--- src/rtl/ram_arb_pkg.sv ---
// Shared types for the data-RAM port arbiter: requester identity and the
// request bundle that is steered onto the RAM port.
package ram_arb_pkg;

    localparam int DATA_W = 32;

    typedef enum logic {OWN_CPU, OWN_DBG} owner_t;

    typedef struct packed {
        logic              we;
        logic [DATA_W-1:0] addr;
        logic [DATA_W-1:0] wr_data;
        logic [3:0]        byte_en;
    } ram_req_t;

endpackage

--- src/rtl/ram_arb_rr_pick2.sv ---
// Combinational two-way picker: round-robin with a burst cap, plus a lock that
// keeps the port with the debug loader once it owns it.
module rr_pick2
    import ram_arb_pkg::*;
#(
    parameter int MAX_BURST = 8,
    parameter int CNT_W     = 4
) (
    input  logic             c,
    input  logic             d,
    input  owner_t           last_owner,
    input  logic [CNT_W-1:0] burst_cnt,
    input  logic             lock,
    output logic             vld,
    output owner_t           winner
);

    always_comb begin
        // NOTE: every output gets a default before the branches so no path
        // leaves it unassigned, which would otherwise infer a latch.
        vld    = c | d;
        winner = OWN_DBG;
        if (c && d) begin
            if (last_owner == OWN_DBG && lock)
                winner = OWN_DBG;
            else if (burst_cnt < CNT_W'(MAX_BURST))
                winner = last_owner;
            else
                winner = (last_owner == OWN_CPU) ? OWN_DBG : OWN_CPU;
        end else if (c) begin
            winner = OWN_CPU;
        end
    end

endmodule

--- src/rtl/ram_arb.sv ---
// Arbitrates the CPU load/store port and the UART debug loader onto one
// synchronous RAM port; read data returns one cycle after the grant.
module ram_arb
    import ram_arb_pkg::*;
#(
    parameter int XLEN      = 32,
    parameter int MAX_BURST = 8
) (
    input  logic            clk_i,
    input  logic            rst_n_i,
    input  logic            cpu_rst_n_i,
    input  logic            dbg_lock_i,
    input  logic            cpu_req_i,
    input  logic            dbg_req_i,
    input  logic            cpu_we_i,
    input  logic            dbg_we_i,
    input  logic [XLEN-1:0] cpu_addr_i,
    input  logic [XLEN-1:0] dbg_addr_i,
    input  logic [XLEN-1:0] cpu_wr_data_i,
    input  logic [XLEN-1:0] dbg_wr_data_i,
    input  logic [3:0]      cpu_byte_en_i,
    input  logic [3:0]      dbg_byte_en_i,
    output logic            cpu_gnt_o,
    output logic            dbg_gnt_o,
    output logic            cpu_rd_vld_o,
    output logic            dbg_rd_vld_o,
    output logic [XLEN-1:0] cpu_rd_data_o,
    output logic [XLEN-1:0] dbg_rd_data_o,
    output logic [XLEN-1:0] ram_rd_addr_o,
    output logic [XLEN-1:0] ram_wr_addr_o,
    output logic [XLEN-1:0] ram_wr_data_o,
    output logic [3:0]      ram_wr_byte_en_o,
    input  logic [XLEN-1:0] ram_rd_data_i
);

    localparam int CNT_W = $clog2(MAX_BURST + 1);

    logic             arb_en;
    owner_t           last_owner;
    logic [CNT_W-1:0] burst_cnt;
    logic [1:0]       rd_pend;

    logic     pick_vld;
    logic     gnt;
    owner_t   winner;
    ram_req_t cpu_r;
    ram_req_t dbg_r;
    ram_req_t win_r;

    rr_pick2 #(
        .MAX_BURST (MAX_BURST),
        .CNT_W     (CNT_W)
    ) u_pick (
        .c          (cpu_req_i & cpu_rst_n_i),
        .d          (dbg_req_i),
        .last_owner (last_owner),
        .burst_cnt  (burst_cnt),
        .lock       (dbg_lock_i),
        .vld        (pick_vld),
        .winner     (winner)
    );

    assign gnt       = arb_en & pick_vld;
    assign cpu_gnt_o = gnt & (winner == OWN_CPU);
    assign dbg_gnt_o = gnt & (winner == OWN_DBG);

    always_comb begin
        cpu_r.we      = cpu_we_i;
        cpu_r.addr    = DATA_W'(cpu_addr_i);
        cpu_r.wr_data = DATA_W'(cpu_wr_data_i);
        cpu_r.byte_en = cpu_byte_en_i;
        dbg_r.we      = dbg_we_i;
        dbg_r.addr    = DATA_W'(dbg_addr_i);
        dbg_r.wr_data = DATA_W'(dbg_wr_data_i);
        dbg_r.byte_en = dbg_byte_en_i;
        // Idle cycles leave the debug fields on the port.
        win_r         = cpu_gnt_o ? cpu_r : dbg_r;
    end

    assign ram_rd_addr_o    = XLEN'(win_r.addr);
    assign ram_wr_addr_o    = XLEN'(win_r.addr);
    assign ram_wr_data_o    = XLEN'(win_r.wr_data);
    assign ram_wr_byte_en_o = (gnt && win_r.we) ? win_r.byte_en : 4'h0;

    assign cpu_rd_vld_o  = rd_pend[0];
    assign dbg_rd_vld_o  = rd_pend[1];
    assign cpu_rd_data_o = ram_rd_data_i;
    assign dbg_rd_data_o = ram_rd_data_i;

    always_ff @(posedge clk_i or negedge rst_n_i) begin
        // NOTE: state is updated with non-blocking assignments so every flop
        // samples pre-edge values regardless of statement order.
        if (!rst_n_i) begin
            arb_en     <= 1'b0;
            last_owner <= OWN_CPU;
            burst_cnt  <= '0;
            rd_pend    <= '0;
        end else begin
            arb_en  <= 1'b1;
            rd_pend <= {dbg_gnt_o & ~dbg_we_i, cpu_gnt_o & ~cpu_we_i};
            if (gnt) begin
                if (winner == last_owner) begin
                    if (burst_cnt != CNT_W'(MAX_BURST))
                        burst_cnt <= burst_cnt + CNT_W'(1);
                end else begin
                    last_owner <= winner;
                    burst_cnt  <= CNT_W'(1);
                end
            end
        end
    end

endmodule

--- config.mk ---
export PLATFORM = sky130hd
export DESIGN_NAME = ram_arb
export DESIGN_NICKNAME = d
export VERILOG_FILES = /design/src/rtl/ram_arb_pkg.sv /design/src/rtl/ram_arb_rr_pick2.sv /design/src/rtl/ram_arb.sv
export SDC_FILE = /design/constraint.sdc
export NUM_CORES = 1
export LEC_CHECK = 0
export ABC_AREA = 1
export CAP_MARGIN = 0
export CELL_PAD_IN_SITES_DETAIL_PLACEMENT = 0
export CELL_PAD_IN_SITES_GLOBAL_PLACEMENT = 2
export CORE_MARGIN = 10
export CORE_UTILIZATION = 10
export CTS_CLUSTER_SIZE = 24
export DETAILED_ROUTE_END_ITERATION = 8
export HOLD_SLACK_MARGIN = 0.06
export PLACE_DENSITY = 0.95
export SETUP_SLACK_MARGIN = 0.3
export SYNTH_ARGS = -nofsm -noshare
export SYNTH_HDL_FRONTEND = slang
export SYNTH_SLANG_ARGS = --single-unit
export TNS_END_PERCENT = 5
--- constraint.sdc ---
create_clock -name clk_i -period 2.2 [get_ports clk_i]
set_input_delay 0.33 -clock clk_i [delete_from_list [all_inputs] [get_ports clk_i]]
set_output_delay 0.33 -clock clk_i [all_outputs]
set_load 0.1 [all_outputs]
==> flow_summary.json <==
{
  "yosys_warnings": 0,
  "rsz0062_at_grt": "yes",
  "viasPerCell": 3.39,
  "grt_start_max_net_pins": 26,
  "maxCapViolations": 0,
  "slowest_delay_ns": 0.42,
  "power.leakage_uw": 0.00277,
  "start_util_pct": 10.1,
  "synth_area_per_cell_sq_um": 5.42,
  "die_w_microns": 163,
  "hold_viol": 0,
  "cp_slowest_cell": "dfrtp_2",
  "criticalPathCategory": "flop to primary output",
  "dpl.cell_count": 796,
  "drtPass1Iterations": 4,
  "cp-end-kind": "primary output",
  "drt-wirelength-per-cell_microns": 16.0,
  "fin_crit_sh_pct": 100,
  "power_density_mw_per_mm2": 470,
  "place_hpwl_microns": 10600,
  "h-tree-depth": 1,
  "crit_start": "burst_cnt[3]",
  "cts_num_sinks": 8,
  "first_global_vias": 3110,
  "antenna_found_initial": 2,
  "layoutNonFillerInstCount": 812,
  "place_area_sq_mm": 0.00565,
  "synth_top_area_cell": "nand2_1",
  "cts_root_buffer": "clkbuf_16",
  "critPathMaxFanout": 7,
  "hold_ws_ns": 0.397,
  "synth_area_leaders": "nand2_1, buf_4, dfrtp_1",
  "ir_drop_mv": 0.182,
  "yosysSeqAreaShare_pct": 9.78,
  "rr_startpoint": "burst_cnt[3]",
  "io_pins": 344,
  "timing.fmax_mhz": 453,
  "critPathTopFamily": "buffers and inverters",
  "crit_arrival_ns": 1.88,
  "die_y_microns": 163,
  "ys_ff_latch": 8,
  "path_clk_slew_ns": 0.04,
  "hold_path.class": "input port to asynchronous set/reset pin",
  "critPathBufInv": 5,
  "worstSetupEndpoint": "ram_wr_data_o[1]",
  "status": "finished with violations",
  "slew_viol_final": 0,
  "grt_overflow": 0,
  "violations": "setup timing",
  "nets": 721,
  "coreArea_sq_mm": 0.0202,
  "area_growth_pct": 209,
  "cts_tree": "done",
  "required_ns": 1.87,
  "min_period_ns": 2.21,
  "fin_area_sq_mm": 0.00632,
  "timing.rr.end": "burst_cnt[1]",
  "drc": 0,
  "path_depth": 12,
  "synth_top_area_share_pct": 39.8,
  "rr_worst_depth": 10,
  "rrSetupSlack_ns": 0.79,
  "netlist_instances": 378,
  "dieArea_sq_mm": 0.0266,
  "io_buffers": 247,
  "gp_congestion": 0.771,
  "rows": 52,
  "finalWorstSetupSlack_ns": -0.00670,
  "numCtsBuffers": 3,
  "post-route-util_pct": 31.3,
  "cp_cell_sequence": "nor2_2, nor2_2, nand2_2, nand2_4, nor2_4, buf_12, inv_16, buf_12, clkbuf_16, nand2_2, nand2_2, buf_12",
  "dr_total_vias": 2754,
  "drt_iter0_drc": 69,
  "wirelength_microns": 13000,
  "synth_fp_nets": 556,
  "start_kind": "flop",
  "synth_area_sq_mm": 0.00205,
  "worstSkewPairLatency_ns": 0.23,
  "fin_skew_ns": 0.000268,
  "hold_buffers": 0,
  "ant_nets": 0,
  "clk_path_buf_depth": 2,
  "synth.distinct_cells": 20,
  "grt_usage_pct": 9.05,
  "finalSetupViolCount": 9,
  "drive_above_1_share_pct": 48.6,
  "grt_pass1_wl_microns": 18800
}
==> placed cells by master, fill, tap and decap left out <==
master           count
a21oi_1              1
a21oi_2              1
a21oi_4              4
buf_12             109
buf_16               4
buf_4               12
buf_6                1
clkbuf_16            4
clkdlybuf4s50_1    139
conb_1               1
dfrtp_1              7
dfrtp_2              1
diode_2              1
dlygate4sd2_1        4
ha_1                 2
inv_1               11
inv_16               1
inv_2                2
nand2_1             99
nand2_2             64
nand2_4             37
nand2_8             19
nand3_1              6
nand3_2              1
nand4_1              3
nor2_1               2
nor2_2               2
nor2_4               1
o21ai_0              1
xnor2_1              1
xor2_1               1
==> synth_stat cells, drive strengths merged <==
| library cell | number |
|---|---|
| a21oi | 6 |
| buf | 109 |
| clkbuf | 1 |
| conb | 1 |
| dfrtp | 8 |
| ha | 2 |
| inv | 14 |
| nand2 | 219 |
| nand3 | 7 |
| nand4 | 3 |
| nor2 | 5 |
| o21ai | 1 |
| xnor2 | 1 |
| xor2 | 1 |
==> sequential cells by signal, summed over array words and instances, names as in the netlist <==
register    cells
last_owner      1
burst_cnt       4
rd_pend         2
arb_en          1
==> worst register-to-register path, cell delays in order, from the launching register on <==
cell	delay, ns
dfrtp_2	0.42
nor2_2	0.12
nor2_2	0.04
nand2_2	0.08
buf_4	0.11
buf_4	0.09
nand3_1	0.09
nand3_1	0.12
nand2_1	0.10
nand2_1	0.07
nand2_1	0.05
==> repair_timing <==
| action | CTS | global route |
|---|---|---|
| setup buffers | 8 | 0 |
| gates cloned | 3 | 1 |
| resized for setup | 102 | 29 |
| endpoints found under the setup margin | 102 | 101 |
| pin swaps | 26 | 22 |
==> cell families (layout without fill, tap and decap cells) <==
logic type / Yosys count / count (layout) / share of synthesized area [%]
XOR/XNOR: 2 / 2 / 0.856
flip-flops: 8 / 8 / 9.78
AND/OR/NAND/NOR: 234 / 234 / 44.6
buffers and inverters: 124 / 287 / 41.7
other: 1 / 2 / 0.183
AO/OA/AOI/OAI: 7 / 7 / 1.71
adder cells (fa/ha/maj): 2 / 2 / 1.22
==> report_power, final <==
group,total (uW),switching (uW),leakage (uW),internal [uW]
clock,306,71.9,0.0000370,234
combinational,2480,1530,0.00263,950
sequential,188,21.4,0.000101,167
==> worst min path at each step <==
stage | from | to | slack, ns | cells past startpoint
after floorplan | rst_n_i | arb_en | 0.03 | 0
after global routing | rst_n_i | burst_cnt[2] | 0.41 | 1
final | rst_n_i | arb_en | 0.40 | 1
after CTS | rst_n_i | burst_cnt[2] | 0.41 | 1
after detailed placement | burst_cnt[2] | burst_cnt[2] | 0.54 | 2
after global placement | burst_cnt[1] | burst_cnt[1] | 0.53 | 2
==> per-stage QoR <==
step | power [uW] | TNS (ns) | setup slack [ns]
global placement | 2540 | -5.53 | -0.146
finish | 2970 | -0.0290 | -0.00670
global route | 3070 | -4.33 | -0.0747
CTS | 2970 | -1.57 | -0.0324
detailed placement | 2550 | -6.10 | -0.156
floorplan | 2180 | 0 | 0.113
==> layout make-up <==
type | instances | area (sq um)
inverter | 14 | 68.8
antenna | 1 | 2.50
fill | 2050 | 13800
timing repair buffer | 270 | 3840
clock buffer | 3 | 75.1
tap | 270 | 338
sequential | 8 | 201
multi-input combinational | 246 | 1790
==> layer usage <==
layer | share of wire, % | wire length [microns] | global-route usage [%] | up-vias
li1 | - | - | - | 1365
met1 | 35 | 4570 | 9.48 | 1193
met2 | 53 | 6840 | 16.3 | 174
met3 | 11 | 1380 | 3.90 | 20
met4 | 1.4 | 188 | 2.30 | 2
met5 | 0.10 | 13 | 0 | -
No activity file was read; power rests on OpenSTA's default activity.
